--- src/rtl/dmem_arbiter.sv ---
// Arbitrates one synchronous data-memory port between the CPU and the conv accelerator.
// CPU has fixed priority, bounded by accelerator starvation relief and capped lock bursts.
module dmem_arbiter #(
    parameter int unsigned STARVE_LIMIT = 8,
    parameter int unsigned LOCK_MAX     = 32
) (
    input  logic        clk,
    input  logic        rst,
    input  logic        cpu_req,
    input  logic [31:0] cpu_addr,
    input  logic [3:0]  cpu_we,
    input  logic [31:0] cpu_din,
    output logic        cpu_gnt,
    output logic        cpu_rvalid,
    output logic [31:0] cpu_rdata,
    input  logic        acc_req,
    input  logic [31:0] acc_addr,
    input  logic [3:0]  acc_we,
    input  logic [31:0] acc_din,
    input  logic        acc_lock,
    output logic        acc_gnt,
    output logic        acc_rvalid,
    output logic [31:0] acc_rdata,
    output logic        mem_en,
    output logic [31:0] mem_addr,
    output logic [3:0]  mem_we,
    output logic [31:0] mem_din,
    input  logic [31:0] mem_dout,
    output logic        locked
);

    localparam int unsigned SW = $clog2(STARVE_LIMIT + 1);
    localparam int unsigned LW = $clog2(LOCK_MAX + 1);

    localparam logic [1:0] ST_ARB    = 2'd0;
    localparam logic [1:0] ST_LOCKED = 2'd1;
    localparam logic [1:0] ST_YIELD  = 2'd2;

    logic [1:0]    state_q, state_d;
    logic [SW-1:0] starve_q, starve_d;
    logic [LW-1:0] lock_q, lock_d;
    logic          rd_cpu_q, rd_acc_q;
    logic          starve_sat, lock_sat;

    assign starve_sat = (starve_q == SW'(STARVE_LIMIT));
    assign lock_sat   = (lock_q == LW'(LOCK_MAX));

    // State, counter and grant decision; grants are same-cycle combinational.
    always_comb begin
        state_d = state_q;
        lock_d  = lock_q;
        cpu_gnt = 1'b0;
        acc_gnt = 1'b0;
        case (state_q)
            ST_ARB: begin
                if (acc_req && starve_sat) begin
                    acc_gnt = 1'b1;
                end else if (cpu_req) begin
                    cpu_gnt = 1'b1;
                end else if (acc_req) begin
                    acc_gnt = 1'b1;
                end
                if (acc_gnt && acc_lock) begin
                    state_d = ST_LOCKED;
                    lock_d  = LW'(1);
                end
            end
            ST_LOCKED: begin
                if (!acc_lock) begin
                    // Lock released: a pending unlocked access is served as a normal one.
                    acc_gnt = acc_req;
                    state_d = ST_ARB;
                    lock_d  = '0;
                end else if (lock_sat && cpu_req) begin
                    state_d = ST_YIELD;
                end else begin
                    acc_gnt = acc_req;
                    if (acc_req && !lock_sat) begin
                        lock_d = lock_q + LW'(1);
                    end
                end
            end
            ST_YIELD: begin
                cpu_gnt = cpu_req;
                lock_d  = '0;
                state_d = acc_lock ? ST_LOCKED : ST_ARB;
            end
            default: begin
                state_d = ST_ARB;
                lock_d  = '0;
            end
        endcase
    end

    always_comb begin
        starve_d = '0;
        if (acc_req && !acc_gnt) begin
            starve_d = starve_sat ? starve_q : starve_q + SW'(1);
        end
    end

    // Port mux; idle cycles leave the CPU payload on the bus with writes disabled.
    always_comb begin
        mem_en   = cpu_gnt | acc_gnt;
        mem_addr = acc_gnt ? acc_addr : cpu_addr;
        mem_din  = acc_gnt ? acc_din : cpu_din;
        mem_we   = 4'b0;
        if (acc_gnt) begin
            mem_we = acc_we;
        end else if (cpu_gnt) begin
            mem_we = cpu_we;
        end
    end

    always_ff @(posedge clk or posedge rst) begin
        if (rst) begin
            state_q  <= ST_ARB;
            starve_q <= '0;
            lock_q   <= '0;
            rd_cpu_q <= 1'b0;
            rd_acc_q <= 1'b0;
        end else begin
            state_q  <= state_d;
            starve_q <= starve_d;
            lock_q   <= lock_d;
            rd_cpu_q <= cpu_gnt && (cpu_we == 4'b0);
            rd_acc_q <= acc_gnt && (acc_we == 4'b0);
        end
    end

    assign cpu_rvalid = rd_cpu_q;
    assign acc_rvalid = rd_acc_q;
    assign cpu_rdata  = mem_dout;
    assign acc_rdata  = mem_dout;
    assign locked     = (state_q == ST_LOCKED);

endmodule
--- config.mk ---
export PLATFORM = sky130hd
export DESIGN_NAME = dmem_arbiter
export DESIGN_NICKNAME = d
export VERILOG_FILES = /design/src/rtl/dmem_arbiter.sv
export SDC_FILE = /design/constraint.sdc
export NUM_CORES = 1
export LEC_CHECK = 0
export CAP_MARGIN = 10
export CORE_AREA = 10 10 112 114
export CTS_CLUSTER_SIZE = 24
export DETAILED_ROUTE_END_ITERATION = 8
export DIE_AREA = 0 0 122 124
export HOLD_SLACK_MARGIN = 0.05
export PLACE_DENSITY = 0.75
export SLEW_MARGIN = 20
export SYNTH_ARGS = -nofsm -noshare
export SYNTH_HDL_FRONTEND = slang
export SYNTH_SLANG_ARGS = --single-unit
--- constraint.sdc ---
create_clock -name clk -period 2 [get_ports clk]
set_input_delay 0.2 -clock clk [delete_from_list [all_inputs] [get_ports clk]]
set_output_delay 0.2 -clock clk [all_outputs]
set_load 0.01 [all_outputs]
**Word-level counts from Yosys, hierarchy flattened**

Index checks and enable logic that the tools add are counted.

- Bits of input ports: 173
- Memory bits (writable): 0
- Memories: 0
- Output and inout port bits: 138
- ROM bits: 0
- Bits in registers: 14
- Bits in latches: 0
- Logic and storage cells: 57

- Bitwise logic cells: 1
- Reduce and logical (&&, ||, !) cells: 14
- Shift-type cells: 0
- Muxes and demuxes: 26
- Add/subtract/negate cells: 2
- $lt $le $gt $ge: 0
- Equal/unequal tests: 9
- Multipliers: 0
- Div/mod/pow operators: 0

Operators with widths:

| cell | count |
|---|---|
| two-way mux 32 bit | 2 |
| two-way mux 6 bit | 4 |
| two-way mux 4 bit | 4 |
| case mux 6 bit (2 select lines) | 1 |
| two-way mux 1 bit | 9 |
| logical NOT 4 bit | 2 |
| logical AND 1 bit | 7 |
| adder 6 x 1 -> 6 bit, second input constant | 1 |
| equality test 6 bit, second input constant | 1 |
| two-way mux 2 bit | 3 |
| != test 3 x 2 -> 1 bit, second input constant | 2 |
| case mux 2 bit (3 select lines) | 1 |
| adder 4 x 1 -> 4 bit, second input constant | 1 |
| equality test 4 bit, second input constant | 1 |
| != test 2 bit, second input constant | 2 |
| case mux 1 bit (2 select lines) | 2 |
| != test 3 bit, second input constant | 1 |
| AND reduction 3 bit | 1 |
| equality test 2 x 1 -> 1 bit, second input constant | 1 |
| equality test 2 bit, second input constant | 1 |
| logical NOT 1 bit | 2 |
| logical NOT 2 bit | 1 |
| AND reduction 2 bit | 1 |
| bitwise OR 1 bit | 1 |

**Longest topological paths before layout**

- Word-level depth: 8
- Depth in mapped cells: 9
- Gate-level depth less buffers: 8

**Worst setup path before layout**

No wires, ideal clock.

- Path type: register to output
- Start point: register lock_q[0]
- End point: output mem_din[14]
- Data arrival time: 2039 ps
- Required time: 1800 ps
- Path buffers: 2
- Stages on the path, launching flop included: 10
- Path slack: -239 ps
- Cells stage by stage: dfrtp_1 > inv_1 > ha_1 > nor4b_2 > and2_1 > nand3_1 > a32oi_2 > buf_6 > buf_6 > mux2_1

- Longest elaborated chain between the ends: 6

Ends and longest elaborated chain:

| what | line | text |
|---|---|---|
| start, declared | 41 | `logic [LW-1:0] lock_q, lock_d;` |
| start signal, assigned | 125 | `lock_q <= lock_d;` |
| equality test 6 bit | 46 | `assign lock_sat = (lock_q == LW'(LOCK_MAX));` |
| logical AND 1 bit | 74 | `end else if (lock_sat && cpu_req) begin` |
| two-way mux 1 bit | 74 |  |
| two-way mux 1 bit | 69 | `if (!acc_lock) begin` |
| case mux 1 bit (2 select lines) | 54 | `case (state_q)` |
| two-way mux 32 bit | 106 | `mem_din = acc_gnt ? acc_din : cpu_din;` |
| end, declared | 27 | `output logic [31:0] mem_din,` |

No other way between the ends.

**Worst setup path in the final report**

- Start point: register lock_q[1]
- End point: output mem_din[29]

The elaborated chain is that of the path after synthesis.

==> Implementation_results.wiki <==
{| class="wikitable"
! Metric !! Value
|-
| Status || complete, but fails checks
|-
| Violated checks || negative setup slack
|-
| Adder and majority gate portion of the synthesized area || 2.40%
|-
| Max FO, Critical Path || 7
|-
| Unrepaired setup endpoints after global routing || true
|-
| Standard cell core area || 10200 um^2
|-
| Total of hold buffers inserted after clock tree synthesis || 0
|-
| Total gr overflow || 0
|-
| CTS Root Cell || clkbuf_8
|-
| Area added between synthesis and finish || 144%
|-
| RD Place Congestion || 0.916
|-
| Worst slew margin relative to its limit || 61.7%
|-
| Clock latency of the later-clocked register in the worst-skew pair || 0.26 ns
|-
| Number of routed nets with antenna violations || 0
|-
| Basic-gate share of the synthesized area counting and, or, nand and nor cells || 9.29%
|-
| CP Buf/Inv Count || 5
|-
| Dominant combinational cell family by area after synthesis || multiplexers
|-
| Clk pin slew, worst setup/hold paths || 0.07 ns
|-
| Post-layout min period || 2.69 ns
|-
| Initial detailed-routing violation count || 88
|-
| Peak clock frequency supported by timing || 371 MHz
|-
| Element type at the critical path end || output port
|-
| GR Util All Layers || 16.5%
|-
| DRC violations left || 0
|-
| Sinks on the clock net || 14
|-
| # Max-Cap Violations || 0
|-
| Power Dens Cells || 418 nW/um^2
|-
| Setup Viol. Count Final || 77
|-
| Total of warnings raised by yosys || 0
|-
| Pin count of the biggest net entering global routing || 15
|-
| Cell Area, Placed || 4220 um^2
|-
| Final Core Density || 49.7%
|-
| Post-synthesis instance area || 2090 um^2
|-
| Number of antenna violations at the first check in global routing || 1
|-
| DIE AREA || 15100 um^2
|-
| Top Family by Delay on Critical Path || buffers and inverters
|-
| Antenna Cells || 0
|-
| Unique cell type count in the Yosys netlist || 34
|-
| Leak || 2.35 nW
|-
| Number of global-route vias before repair || 2978
|-
| Top-level port count || 311
|-
| Worst clock skew || 0.00444 ns
|-
| Number of H-tree levels || 1
|-
| Slowest cell delay on critical path || 0.40 ns
|-
| Starting utilization of the core area || 20.4%
|-
| Mapped Nets || 402
|-
| Number of instances in the synthesized netlist || 225
|-
| Total wirelength of the detailed-routed design || 13500 um
|-
| Vias/cell || 4.45
|-
| Proportion of layout cells with a drive suffix above 1 || 52.1%
|-
| Slew of the pin with the lowest slew margin || 0.574 ns
|-
| Vias || 2519
|-
| Number of flip-flops and latches in the synthesized netlist || 14
|-
| Global-route wire length before repair || 19000 um
|-
| Sequential-to-total area share from yosys stat || 16.8%
|-
| Clock Path Buffers || 2
|-
| Sum of net half-perimeters after detailed placement || 9980 um
|-
| CP Cell Sequence || inv_2 > ha_4 > nor4b_4 > and2_4 > nand3_4 > a32oi_4 > buf_12 > buf_12 > buf_16 > mux2_4 > buf_6
|-
| Mean Syn Cell Area || 9.28 um^2
|-
| Width of the chip || 122 um
|-
| Slowest library cell on the worst path || dfrtp_1
|-
| Maximum ir drop on the vdd rail || 194 uV
|-
| Startpoint type of the worst setup path || register
|-
| Number of buffers created by CTS || 3
|-
| Row cnt || 37
|-
| Req. time, crit path || 1.80 ns
|-
| XOR/XNOR Fraction of Synth Area || 1.26%
|-
| Area share of the leading cell type in the synthesized netlist || 25.4%
|-
| WS Path Type || register to output port
|-
| Y dimension of the die || 124 um
|-
| Multiplexer share of the synthesized area || 34.5%
|-
| Port Buf Inserts || 214
|-
| Clock tree from TritonCTS || done
|-
| Number of detailed-routing iterations run before antenna repair || 4
|-
| Data arrival, critical path || 2.49 ns
|-
| NumNets Final || 608
|-
| Average wire per cell in the routed design || 23.8 um
|-
| Crit path top cell by count || buf_12
|-
| Layout Cell Area excl Fill || 5080 um^2
|-
| Area fraction in compound gates after synthesis || 7.67%
|-
| Number of hold violations in the final report || 0
|-
| Hold Crit Class || input pin to asynchronous set/reset pin
|-
| Worst path setup slack after routing || -0.693 ns
|-
| Largest area contributor in the synthesized netlist || mux2_2
|-
| Setup TNS || -45.28 ns
|-
| Fin crit share || 135%
|-
| Final Max Slew Viols || 0
|-
| Main area contributors after synthesis || mux2_2 (25%), buf_4 (24%), dfrtp_1 (17%)
|}
## state kept, by name (all words and copies together), names as in the netlist
| name | flops |
|---|---|
| acc_rvalid | 1 |
| cpu_rvalid | 1 |
| state_q | 2 |
| starve_q | 4 |
| lock_q | 6 |
## per-layer routing
metal  vias up  track usage (%)  share of wire, %
met5         -                0             0.052
met4         2             4.17               1.9
li1       1142                -                 -
met1      1179             18.0                36
met2       166             27.9                51
met3        30             8.33                11
## worst reg2reg max path, delay by kind of cell (launching register included)
kind,cells,cell delay (ns)
buffers and inverters,7,0.81
and+or+nand+nor,4,0.65
DFF,1,0.40
AOI/OAI and AO/OA,1,0.22
adders and majority gates,1,0.12
## cells by family after synthesis
| group | count (synthesis) |
|---|---|
| AOI/OAI and AO/OA | 23 |
| and+or+nand+nor | 35 |
| DFF | 14 |
| buffers and inverters | 82 |
| xor gates and xnor gates | 3 |
| muxes | 64 |
| adders and majority gates | 4 |
## final timing paths
path                                         from  slack, ns                 endpoint  cells after the start
hold / removal                                rst       0.30   state_q[0]$_DFFE_PP0P_                      2
setup / recovery            lock_q[1]$_DFFE_PP0P_      -0.69              mem_din[29]                     11
setup reg to reg            lock_q[1]$_DFFE_PP0P_      -0.29  starve_q[2]$_DFFE_PP0P_                     13
min in group clk                     mem_dout[13]       0.40            cpu_rdata[13]                      0
hold reg to reg            state_q[1]$_DFFE_PP0P_       0.58    lock_q[1]$_DFFE_PP0P_                      2
max in group asynchronous                     rst       1.32  starve_q[1]$_DFFE_PP0P_                      2
## where the power goes
group          switching [mW]  internal, mW
sequential             0.0126         0.299
clock                   0.121         0.175
combinational           0.531         0.984
total                   0.665          1.46
## placed cells by master, fill, tap and decap left out, types with 2 or more instances in the layout
cell,count
clkdlybuf4s50_1,143
buf_6,77
mux2_4,61
buf_4,32
dfrtp_1,14
buf_12,7
buf_16,6
inv_1,5
nor2_1,5
nand2_1,5
or3_1,5
inv_2,4
o21ai_0,4
a21oi_1,4
a22o_1,4
clkbuf_8,4
buf_2,4
a21oi_2,3
mux2_2,3
a311oi_4,2
nand3_1,2
xor2_1,2
a211oi_2,2
ha_4,2
ha_1,2
buf_8,2
## stage by stage
step	hold WS [ns]	setup WS, ns	power (mW)	std cells
2_1_floorplan	0.0892	-0.124	0.886	225
3_3_place_gp	0.400	-0.707	1.44	530
3_5_place_dp	0.400	-0.772	1.45	530
4_1_cts	0.325	-0.711	2.11	567
5_1_grt	0.374	-0.763	2.23	566
6_report	0.301	-0.693	2.12	566
## area by class of cell
class / count / area, um^2
multi-input combinational: 130 / 1570
clock buffer: 4 / 55.1
fill: 846 / 5150
tap: 136 / 170
inverter: 10 / 45.0
timing repair buffer: 272 / 2900
sequential: 14 / 350
## cells in the mapped netlist
master    instances
a21oi_1           7
nand2_1           6
nand3b_1          1
mux2_1           17
ha_1              4
a32oi_2           1
nand2b_1          1
nand4b_1          1
or3_1             5
buf_4            68
nand4_1           1
or2_1             1
a311oi_1          1
or4_1             1
o21a_1            1
mux2_2           47
a211oi_1          3
and2_1            2
nor4_1            1
xor2_1            2
xnor2_1           1
nand3_1           3
dfrtp_1          14
nor4b_2           1
and3_1            2
buf_6             3
o21ai_0           5
inv_1             9
inv_2             1
nor2_1            7
a22o_1            4
nor3_1            2
o311a_1           1
clkbuf_1          1
## what timing repair did
item                                    in CTS  in global routing
endpoints found under the setup margin      82                 82
resized for setup                          426                 40
gates cloned                                 9                  0
pin swaps                                   13                 11
setup buffers                               26                 13
Power figures use the tool's default switching activity.
